`src/rtl/wordle_guess_ctrl.sv`:
```
// wordle_guess_ctrl
// -----------------------------------------------------------------------------
// Game-sequencing controller between the on-screen keyboard FSM and the board
// display. It collects letters into a guess and handles backspace and enter.
// On enter it scores the guess against the latched answer, one letter per
// cycle. It then either returns to entry, or finishes the game with win/lose.
//
// Ports
//   Clk           system clock, rising edge
//   reset         synchronous active-high reset
//   Start         QI: latch answer, clear game state, begin entry
//   Ack           QDONE: return to QI
//   answer        five 5-bit letter codes, letter 0 in [4:0] (0=A .. 25=Z)
//   key_valid     pulse: key_letter selected
//   key_letter    letter code accompanying key_valid
//   bksp          pulse: delete last letter
//   enter         pulse: submit guess
//   q_I/q_Entry/q_Check/q_Done  one-hot state
//   guess         current guess letters, same packing as answer
//   letter_count  letters entered (0..5)
//   guess_row     completed guesses (0..6)
//   result        2 bits per letter: 00 gray, 01 yellow, 10 green
//   result_valid  one-cycle pulse when result is complete
//   win, lose     game outcome, held until the next Start
//   done          mirrors q_Done for the keyboard FSM
// -----------------------------------------------------------------------------
module wordle_guess_ctrl #(
  parameter int WORD_LEN = 5,
  parameter int MAX_ROWS = 6
) (
  input  logic                    Clk,
  input  logic                    reset,
  input  logic                    Start,
  input  logic                    Ack,
  input  logic [5*WORD_LEN-1:0]   answer,
  input  logic                    key_valid,
  input  logic [4:0]              key_letter,
  input  logic                    bksp,
  input  logic                    enter,
  output logic                    q_I,
  output logic                    q_Entry,
  output logic                    q_Check,
  output logic                    q_Done,
  output logic [5*WORD_LEN-1:0]   guess,
  output logic [2:0]              letter_count,
  output logic [2:0]              guess_row,
  output logic [2*WORD_LEN-1:0]   result,
  output logic                    result_valid,
  output logic                    win,
  output logic                    lose,
  output logic                    done
);

  typedef enum logic [3:0] {
    QI     = 4'b0001,
    QENTRY = 4'b0010,
    QCHECK = 4'b0100,
    QDONE  = 4'b1000
  } state_t;

  state_t     state_reg, state_next;
  logic [4:0] ans_reg  [WORD_LEN];
  logic [4:0] ans_next [WORD_LEN];
  logic [4:0] slot_reg [WORD_LEN];
  logic [4:0] slot_next[WORD_LEN];
  logic [1:0] res_reg  [WORD_LEN];
  logic [1:0] res_next [WORD_LEN];
  logic [1:0] score    [WORD_LEN];
  logic [2:0] count_reg, count_next;
  logic [2:0] row_reg, row_next;
  logic [2:0] idx_reg, idx_next;
  logic       rv_reg, rv_next;
  logic       win_reg, win_next;
  logic       lose_reg, lose_next;
  logic [1:0] cur_score;
  logic       all_green;

  // Per-letter score for every slot in parallel; the check sequencer just
  // picks the one addressed by the check index. A non-green letter that
  // appears anywhere in the answer is yellow (no duplicate accounting).
  genvar gi, gj;
  generate
    for (gi = 0; gi < WORD_LEN; gi++) begin : g_letter
      logic [WORD_LEN-1:0] hit;
      for (gj = 0; gj < WORD_LEN; gj++) begin : g_hit
        assign hit[gj] = (slot_reg[gi] == ans_reg[gj]);
      end
      assign score[gi] = (slot_reg[gi] == ans_reg[gi]) ? 2'b10 :
                         (|hit)                         ? 2'b01 : 2'b00;
      assign guess[5*gi +: 5]  = slot_reg[gi];
      assign result[2*gi +: 2] = res_reg[gi];
    end
  endgenerate

  assign q_I          = state_reg[0];
  assign q_Entry      = state_reg[1];
  assign q_Check      = state_reg[2];
  assign q_Done       = state_reg[3];
  assign done         = state_reg[3];
  assign letter_count = count_reg;
  assign guess_row    = row_reg;
  assign result_valid = rv_reg;
  assign win          = win_reg;
  assign lose         = lose_reg;

  always_ff @(posedge Clk) begin
    if (reset) state_reg <= QI;
    else       state_reg <= state_next;
  end

  always_comb begin
    state_next = state_reg;
    count_next = count_reg;
    row_next   = row_reg;
    idx_next   = idx_reg;
    rv_next    = 1'b0;
    win_next   = win_reg;
    lose_next  = lose_reg;
    for (int k = 0; k < WORD_LEN; k++) begin
      ans_next[k]  = ans_reg[k];
      slot_next[k] = slot_reg[k];
      res_next[k]  = res_reg[k];
    end
    cur_score = (idx_reg < 3'(WORD_LEN)) ? score[idx_reg] : 2'b00;
    // Win test on the last letter: earlier letters are already in res_reg.
    all_green = (cur_score == 2'b10);
    for (int k = 0; k < WORD_LEN - 1; k++) begin
      if (res_reg[k] != 2'b10) all_green = 1'b0;
    end

    case (state_reg)
      QI: begin
        if (Start) begin
          for (int k = 0; k < WORD_LEN; k++) begin
            ans_next[k]  = answer[5*k +: 5];
            slot_next[k] = 5'd0;
            res_next[k]  = 2'b00;
          end
          count_next = 3'd0;
          row_next   = 3'd0;
          idx_next   = 3'd0;
          win_next   = 1'b0;
          lose_next  = 1'b0;
          state_next = QENTRY;
        end
      end
      QENTRY: begin
        // Only the highest-priority asserted input acts, even when it is
        // itself ignored.
        if (enter) begin
          if (count_reg == 3'(WORD_LEN)) begin
            idx_next = 3'd0;
            for (int k = 0; k < WORD_LEN; k++) res_next[k] = 2'b00;
            state_next = QCHECK;
          end
        end else if (bksp) begin
          if (count_reg != 3'd0) begin
            for (int k = 0; k < WORD_LEN; k++) begin
              if (3'(k) == count_reg - 3'd1) slot_next[k] = 5'd0;
            end
            count_next = count_reg - 3'd1;
          end
        end else if (key_valid) begin
          if (count_reg < 3'(WORD_LEN) && key_letter <= 5'd25) begin
            for (int k = 0; k < WORD_LEN; k++) begin
              if (3'(k) == count_reg) slot_next[k] = key_letter;
            end
            count_next = count_reg + 3'd1;
          end
        end
      end
      QCHECK: begin
        for (int k = 0; k < WORD_LEN; k++) begin
          if (3'(k) == idx_reg) res_next[k] = cur_score;
        end
        if (idx_reg == 3'(WORD_LEN - 1)) begin
          rv_next  = 1'b1;
          row_next = row_reg + 3'd1;
          if (all_green) begin
            win_next   = 1'b1;
            state_next = QDONE;
          end else if (row_reg + 3'd1 == 3'(MAX_ROWS)) begin
            lose_next  = 1'b1;
            state_next = QDONE;
          end else begin
            for (int k = 0; k < WORD_LEN; k++) slot_next[k] = 5'd0;
            count_next = 3'd0;
            state_next = QENTRY;
          end
        end else begin
          idx_next = idx_reg + 3'd1;
        end
      end
      QDONE: begin
        if (Ack) state_next = QI;
      end
      default: state_next = QI;
    endcase
  end

  always_ff @(posedge Clk) begin
    if (reset) begin
      for (int k = 0; k < WORD_LEN; k++) begin
        ans_reg[k]  <= 5'd0;
        slot_reg[k] <= 5'd0;
        res_reg[k]  <= 2'b00;
      end
      count_reg <= 3'd0;
      row_reg   <= 3'd0;
      idx_reg   <= 3'd0;
      rv_reg    <= 1'b0;
      win_reg   <= 1'b0;
      lose_reg  <= 1'b0;
    end else begin
      for (int k = 0; k < WORD_LEN; k++) begin
        ans_reg[k]  <= ans_next[k];
        slot_reg[k] <= slot_next[k];
        res_reg[k]  <= res_next[k];
      end
      count_reg <= count_next;
      row_reg   <= row_next;
      idx_reg   <= idx_next;
      rv_reg    <= rv_next;
      win_reg   <= win_next;
      lose_reg  <= lose_next;
    end
  end

endmodule

```
`config.mk`:
```
export PLATFORM = sky130hd
export DESIGN_NAME = wordle_guess_ctrl
export DESIGN_NICKNAME = d
export VERILOG_FILES = /design/src/rtl/wordle_guess_ctrl.sv
export SDC_FILE = /design/constraint.sdc
export NUM_CORES = 1
export LEC_CHECK = 0
export BUFFER_PORTS_ARGS = -buffer_cell sky130_fd_sc_hd__buf_2
export CAP_MARGIN = 0
export CORE_MARGIN = 4
export CORE_UTILIZATION = 57
export CTS_CLUSTER_DIAMETER = 150
export DETAILED_ROUTE_END_ITERATION = 8
export PLACE_DENSITY_LB_ADDON = 0.05
export SKIP_CTS_REPAIR_TIMING = 1
export SYNTH_ARGS = -nofsm -noshare
export SYNTH_HDL_FRONTEND = slang
export SYNTH_SLANG_ARGS = --single-unit
```
`constraint.sdc`:
```
create_clock -name Clk -period 2.7 [get_ports Clk]
set_input_delay 0.54 -clock Clk [delete_from_list [all_inputs] [get_ports Clk]]
set_output_delay 0.54 -clock Clk [all_outputs]
set_load 0.005 [all_outputs]
```
-- After elaboration in Yosys (flattened, before gate mapping)
Memory sizes are Yosys's and may differ from the RTL's.
Index checks and enable logic that the tools add are counted.
- register bits after elaboration: 16
- latch bits: 0
- bits in writable memories: 60
- ROM bits: 0
- logic and storage cells: 217
- memories: 3
- add/sub/neg operators: 4
- multiply operators: 0
- div/mod/pow operators: 0
- $lt $le $gt $ge: 4
- equal/unequal tests: 63
- shift-type cells: 0
- multiplexer cells: 100
- bitwise operators: 17
- reduce and logical (&&, ||, !) cells: 19
- memory list (name ; words ; width ; read ports ; clocked after Yosys merged registers in ; write ports ; line ; text):
    ans_reg ; 5 ; 5 ; 5 ; 0 ; 5 ; 62 ; logic [4:0] ans_reg [WORD_LEN];
    slot_reg ; 5 ; 5 ; 5 ; 0 ; 5 ; 64 ; logic [4:0] slot_reg [WORD_LEN];
    res_reg ; 5 ; 2 ; 5 ; 0 ; 5 ; 66 ; logic [1:0] res_reg [WORD_LEN];
- operators by type and width (operator ; count):
    $mux W25 ; 11
    $eq A5 B5 Y1 ; 25
    $mux W5 ; 20
    $pmux W25 S3 ; 1
    $mux W3 ; 13
    $mux W2 ; 18
    $mux W10 ; 3
    $ne A2 B2 Y1 const B ; 15
    $pmux W10 S3 ; 1
    $mux W4 ; 7
    $reduce_or A5 Y1 ; 5
    $mux W1 ; 19
    $eq A2 B3 Y1 const A ; 6
    $pmux W3 S3 ; 2
    $pmux W4 S4 ; 1
    $or A1 B1 Y1 ; 15
    $reduce_and A5 Y1 ; 3
    $add A3 B1 Y3 const B ; 3
    $eq A1 B3 Y1 const A ; 3
    $eq A3 B3 Y1 const A ; 3
    $eq A3 B3 Y1 const B ; 3
    $logic_not A3 Y1 ; 3
    $ne A3 B3 Y1 const B ; 3
    $reduce_and A9 Y1 ; 1
    20 further kinds ; 23

-- Depth between registers and ports, before layout
Gate-level depths: netlist of the first run.
- word-level depth: 17
- depth in mapped cells: 12
- mapped depth without buffers: 9

-- Worst setup path after synthesis of the first run
Ideal clock, no wire load.
- kind: reg2reg
- from: register count_reg[0], in the netlist letter_count[0]
- to: memory slot_reg[4][4], in the netlist slot_reg[0][24]
- arrival time: 2066 ps
- data required time: 2572 ps
- slack: 506 ps
- stages on the path, launching flop included: 11
- path buffers: 1
- cells stage by stage: dfxtp_1 -> inv_1 -> ha_1 -> and3b_1 -> o21ai_1 -> o211a_1 -> o311a_1 -> buf_2 -> a21boi_2 -> mux2i_1 -> nor2_1
- RTL lines (item ; line ; text):
    start, declared ; 69 ; logic [2:0] count_reg, count_next;
    start signal, assigned ; 220 ; count_reg <= count_next;
    end, declared ; 64 ;

==> out/summary.txt, run 1 <==
Outcome: finished clean
CP endpoint kind: register
Syn_nets: 706
Power per cell area: 740 nW/um^2
Drt pass-1 iters: 5
Gr usage total: 29.3%
Initial Util: 58.6%
Final setup violation count: 0
Vias post-DR: 4764
Port Buffers: 85
DRC Markers: 0
Most frequent cells after synthesis: 76 x dfxtp_1, 72 x nand2_1, 68 x xnor2_1
Placed inst area: 5660 um^2
Final hold violations: 0
ANT cells: 0
Final core utilization: 66.7%
Top-count cell post-synth: dfxtp_1
Clock share of power: 19.7%
Hpwl dp: 11700 um
Area Growth Syn to Fin: 13.9%
Layout cells sized above 1: 20.8%
Fin crit share: 89.7%
Cell taking the most area after synthesis: dfxtp_1
Horiz. Die Dim: 103 um
Yosys warnings: 0
Switching share of power: 41.3%
Worst r2r dst: slot_reg[0][7]
Worst-margin pin slew: 883 ps
Period minus WS final: 2420 ps
GPL Wtd Cong: 0.990
Clock latency at the later pin of the worst-skew pair: 350 ps
Total congestion overflow: 0
Avg Cell Area, Syn: 7.84 um^2
Wirelength per Cell: 18.3 um
H-tree lvl count: 3
Register bit count reported by yosys: 76
Post-Route WL: 15100 um
Worst hold stages: 3
Final Max Tran Viols: 0
Peak supply drop: 0.335 mV
Critical path fanouts, max: 11
Yosys top cell area share: 29.6%
Core ar.: 8760 um^2
Reg-to-reg setup timing slack: 280 ps
Final net count: 766
Leakage: 2.77 nW
Largest net degree at the start of global routing: 44
Worst slew margin: 39.6%
Clock-pin slew on the worst setup and hold paths: 90 ps
# fillers: 798
Logic pwr share: 47.0%
Synth Flop Type: dfxtp_1
HP Start: answer[11]
Initial antenna violation count: 0
Number of global-route vias before repair: 4446
HP Class: in -> reg
Sink Count: 76
Starting DRT DRC Count: 300
Sw Pwr: 1.79 mW
Arrival time worst endpoint: 2650 ps
Design Area, Final: 5850 um^2
Worst endpoint required time: 2930 ps
RSZ-0062 raised after global routing: false
Worst Hold End: ans_reg[0][11]
Mapped Area: 5130 um^2
Routed Antenna Nets: 0
FP Rows: 34
Clock tree from TritonCTS: built
Die area: 10600 um^2
Highest Clock Rate: 413 MHz
Mapped Cells: 655
Total of max-cap violations: 0
I/O pins: 86
Ranking of synthesized cells by area: dfxtp_1 30%, xnor2_1 12%, xor2_1 10%
Drt via density: 5.77
Setup_tns: 0 ps
Skew final: 12.1 ps
Post-synth ARST share: 0%
Worst R2R Start: letter_count[0]
Synth cell types: 60
Sequential-to-total area share from yosys stat: 29.6%
Worst Setup Start Kind: register
Seq pwr share: 33.3%
Clk buf depth: 2
Chip height: 103 um
Setup CP Type: reg -> reg
Global-route wire length before repair: 23700 um
EDFF count, synth: 0
Total CTS buffers: 9
Area of the multi-input gates: 3240 um^2
Sequential cell area: 1520 um^2
Reg2Reg Depth: 9
Internal: 2.54 mW
Root cell of the clock tree: clkbuf_8
per-layer routing:
layer,track usage (%),vias to the layer above,share of wire [%]
met5,0,-,0
met4,10.1,0,2.5
met3,5.95,36,7.5
met2,45.0,203,45
met1,40.8,2243,45
li1,-,2282,-
final cells by class:
cell class / count / share of cell area (%)
inverters: 11 / 0.706
repair buffers: 125 / 12.4
flip-flops and latches: 76 / 26.0
clock inverters: 5 / 0.942
well taps: 108 / 2.31
multi-input cells: 492 / 55.5
clock buffers: 9 / 2.12
how the worst max path moves through the flow:
stage	slack, ps	startpoint	endpoint
global placement	310	letter_count[0]	slot_reg[0][21]
global route	20	letter_count[0]	slot_reg[0][9]
floorplan	510	letter_count[0]	slot_reg[0][24]
CTS	80	letter_count[0]	slot_reg[0][24]
finish	280	letter_count[0]	slot_reg[0][7]
detailed placement	110	letter_count[0]	slot_reg[0][24]
placed cells by master (no fill, tap or decap), types with 2 or more instances in the layout:
master      count
nand3_1        32
nand2_1        72
a31oi_1         7
o31ai_1         3
ha_1           14
nor4_1          2
inv_1          10
nor4b_1         2
buf_2          85
and2_1          3
clkinv_2        2
nor3_1         24
nand3b_1        3
mux2i_1        30
clkbuf_8        9
and3b_1         2
nand4_1         6
nand2b_1        3
a21oi_1        45
o21ai_1         3
a311oi_1        2
xor2_1         59
o22ai_1         3
and3_1          7
buf_4          40
o21ai_0         9
dfxtp_1        76
clkinvlp_4      2
o21a_1          2
nor2_1         63
xnor2_1        68
per-stage QoR:
step	cells	total power, mW	setup WS, ps	hold WS [ps]
4_1_cts	826	4.30	83.2	412
5_1_grt	826	4.58	20.5	414
6_report	826	4.33	277	418
3_3_place_gp	812	3.40	310	461
3_5_place_dp	812	3.45	108	465
2_1_floorplan	655	2.96	506	468
critical path, stage by stage, from the launching register on:
cell	delay, ps
dfxtp_1	450
inv_1	140
ha_1	250
and3b_1	190
o21ai_1	120
o211a_1	160
o311a_2	320
and2_1	360
mux2i_1	240
nor2_1	50
kinds of logic after synthesis:
| kind of cell | share of synthesized area (%) |
|---|---|
| AND/OR/NAND/NOR | 20.2 |
| AO/OA/AOI/OAI | 11.6 |
| adder cells (fa/ha/maj) | 3.41 |
| multiplexers | 5.85 |
| XOR/XNOR | 22.0 |
| flip-flops | 29.6 |
| buffers and inverters | 7.34 |
power groups by stage:
stage / combinational (mW) / sequential, mW / clock (mW)
after floorplan: 1.65 / 1.31 / 0
after global placement: 1.94 / 1.46 / 0
after detailed placement: 1.99 / 1.46 / 0
after CTS: 2.00 / 1.44 / 0.865
after global routing: 2.21 / 1.46 / 0.910
final: 2.03 / 1.44 / 0.853
No activity file was read; power rests on OpenSTA's default activity.
==> run 2, diff against run 1 <==
Settings changed: CAP_MARGIN 0 to default, CTS_BUF_LIST from default to sky130_fd_sc_hd__clkbuf_8 sky130_fd_sc_hd__clkbuf_16, PLACE_DENSITY from default to 0.92, PLACE_DENSITY_LB_ADDON 0.05 to default.
==> out/summary.txt, run 2 (same netlist as run 1, synthesis figures left out) <==
Outcome: finished clean (unchanged)
ANT cells: 0 (unchanged)
Vias post-DR: 4931 (was 4764)
Global-route wire length before repair: 24200 um (was 23700 um)
DR top layer: met4 (unchanged)
Post-Route WL: 15000 um (was 15100 um)
Total CTS buffers: 9 (unchanged)
Critical path fanouts, max: 13 (was 11)
Total of max-cap violations: 0 (unchanged)
Final setup violation count: 0 (unchanged)
Clock latency at the later pin of the worst-skew pair: 360 ps (was 350 ps)
Layout cells sized above 1: 20.3% (was 20.8%)
Core ar.: 8760 um^2 (unchanged)
Met3 wire length: 1390 um (was 1140 um)
Drt pass-1 iters: 5 (unchanged)
HP Start: answer[24] (was answer[11])
Worst Setup Start Kind: register (unchanged)
Leakage: 2.77 nW (about the same)
# fillers: 705 (was 798)
Number of global-route vias before repair: 4771 (was 4446)
Gr usage total: 29.3% (about the same)
Total congestion overflow: 0 (unchanged)
Final hold violations: 0 (unchanged)
Sequential cell area: 1520 um^2 (unchanged)
Design Area, Final: 5860 um^2 (was 5850 um^2)
Drt via density: 5.99 (was 5.77)
Worst Hold End: ans_reg[0][24] (was ans_reg[0][11])
Routed Antenna Nets: 0 (unchanged)
Worst endpoint required time: 3000 ps (was 2930 ps)
Commonest non-fill, non-tap cells in the layout: 85 x buf_2, 76 x dfxtp_1, 72 x nand2_1 (unchanged)
Placed inst area: 5630 um^2 (was 5660 um^2)
H-tree lvl count: 3 (unchanged)
Final Max Tran Viols: 0 (unchanged)
Hpwl dp: 11200 um (was 11700 um)
HP Class: in -> reg (unchanged)
Initial Util: 58.6% (unchanged)
Area Growth Syn to Fin: 14.2% (was 13.9%)
Period minus WS final: 2510 ps (was 2420 ps)
Reg-to-reg setup timing slack: 190 ps (was 280 ps)
Reg2Reg Depth: 7 (was 9)
Root cell of the clock tree: clkbuf_8 (unchanged)
Chip height: 103 um (unchanged)
Sink Count: 76 (unchanged)
WL met2: 7040 um (was 6760 um)
Peak supply drop: 0.398 mV (was 0.335 mV)
Arrival time worst endpoint: 2810 ps (was 2650 ps)
Worst hold stages: 3 (unchanged)
Worst-margin pin slew: 1050 ps (was 883 ps)
CP endpoint kind: register (unchanged)
GPL Wtd Cong: 1.01 (was 0.990)
Port Buffers: 85 (unchanged)
Wl on met1: 6030 um (was 6860 um)
Setup_tns: 0 ps (unchanged)
Clock-pin slew on the worst setup and hold paths: 80 ps (was 90 ps)
Largest net degree at the start of global routing: 44 (unchanged)
Horiz. Die Dim: 103 um (unchanged)
DRC Markers: 0 (unchanged)
Setup CP Type: reg -> reg (unchanged)
Die area: 10600 um^2 (unchanged)
Skew final: 8.78 ps (was 12.1 ps)
Worst R2R Start: state_reg[0] (was letter_count[0])
Final core utilization: 66.9% (was 66.7%)
Worst slew margin: 27.9% (was 39.6%)
I/O pins: 86 (unchanged)
Final net count: 762 (was 766)
Area of the multi-input gates: 3240 um^2 (about the same)
Most common cell after layout, fill and taps aside: buf_2 (unchanged)
Wirelength per Cell: 18.3 um (about the same)
Worst r2r dst: state_reg[1] (was slot_reg[0][7])
RSZ-0062 raised after global routing: false (unchanged)
Fin crit share: 93.0% (was 89.7%)
FP Rows: 34 (unchanged)
Starting DRT DRC Count: 497 (was 300)
Clk buf depth: 2 (unchanged)
Highest Clock Rate: 398 MHz (was 413 MHz)
Power per cell area: 761 nW/um^2 (was 740 nW/um^2)
Clock tree from TritonCTS: built (unchanged)
Initial antenna violation count: 0 (unchanged)
==> run 2: cell types whose count changed in the layout (fill, tap and decap cells not counted) <==
cell / delta
o311a_2: -1
o311a_1: +1
clkinvlp_4: -1
clkbuf_8: +2
clkinv_2: -1
bufinv_16: +1
buf_4: -4
==> run 2: area by class of cell <==
class                      instances  area share, %
multi-input combinational        492           55.3
sequential                        76           26.0
clock buffer                      11           2.58
clock inverter                     4           1.24
inverter                          11          0.705
timing repair buffer             121           11.9
tap                              108           2.31
==> run 2: power by group <==
| group | total, mW | switching, mW | internal [mW] |
|---|---|---|---|
| Sequential | 1.45 | 0.214 | 1.23 |
| Combinational | 2.02 | 1.14 | 0.881 |
| Clock | 0.992 | 0.428 | 0.564 |
| Total | 4.46 | 1.78 | 2.68 |
==> run 2: how the worst max path moves through the flow <==
stage          slack (ps)       startpoint               to  cells after the start
2_1_floorplan         510  letter_count[0]  slot_reg[0][24]                     10
3_3_place_gp          340  letter_count[0]  slot_reg[0][21]                      9
3_5_place_dp          180  letter_count[0]  slot_reg[0][21]                      9
4_1_cts               150  letter_count[0]  slot_reg[0][21]                      9
5_1_grt                20  letter_count[0]   slot_reg[0][5]                      9
6_report              190     state_reg[0]     state_reg[1]                      7
==> run 2: critical path, cell delays in order (launching register included) <==
cell and delay [ps]:
dfxtp_1 490, and2b_1 250, nand2_2 100, buf_4 210
a21oi_2 100, a2111oi_0 920, o21ai_0 200, a31oi_1 170
==> run 2: metrics by stage <==
step | setup slack (ps) | hold WS (ps) | cells | power [mW]
2_1_floorplan | 506 | 468 | 655 | 2.96
3_3_place_gp | 345 | 462 | 808 | 3.35
4_1_cts | 155 | 415 | 823 | 4.41
3_5_place_dp | 178 | 483 | 808 | 3.41
5_1_grt | 24.7 | 431 | 823 | 4.70
6_report | 190 | 412 | 823 | 4.46
==> run 2: per-layer routing <==
layer,global-route usage (%),vias to the layer above
met5,0.481,-
met4,12.7,0
met1,38.3,2309
met3,5.21,61
li1,-,2283
met2,47.3,278
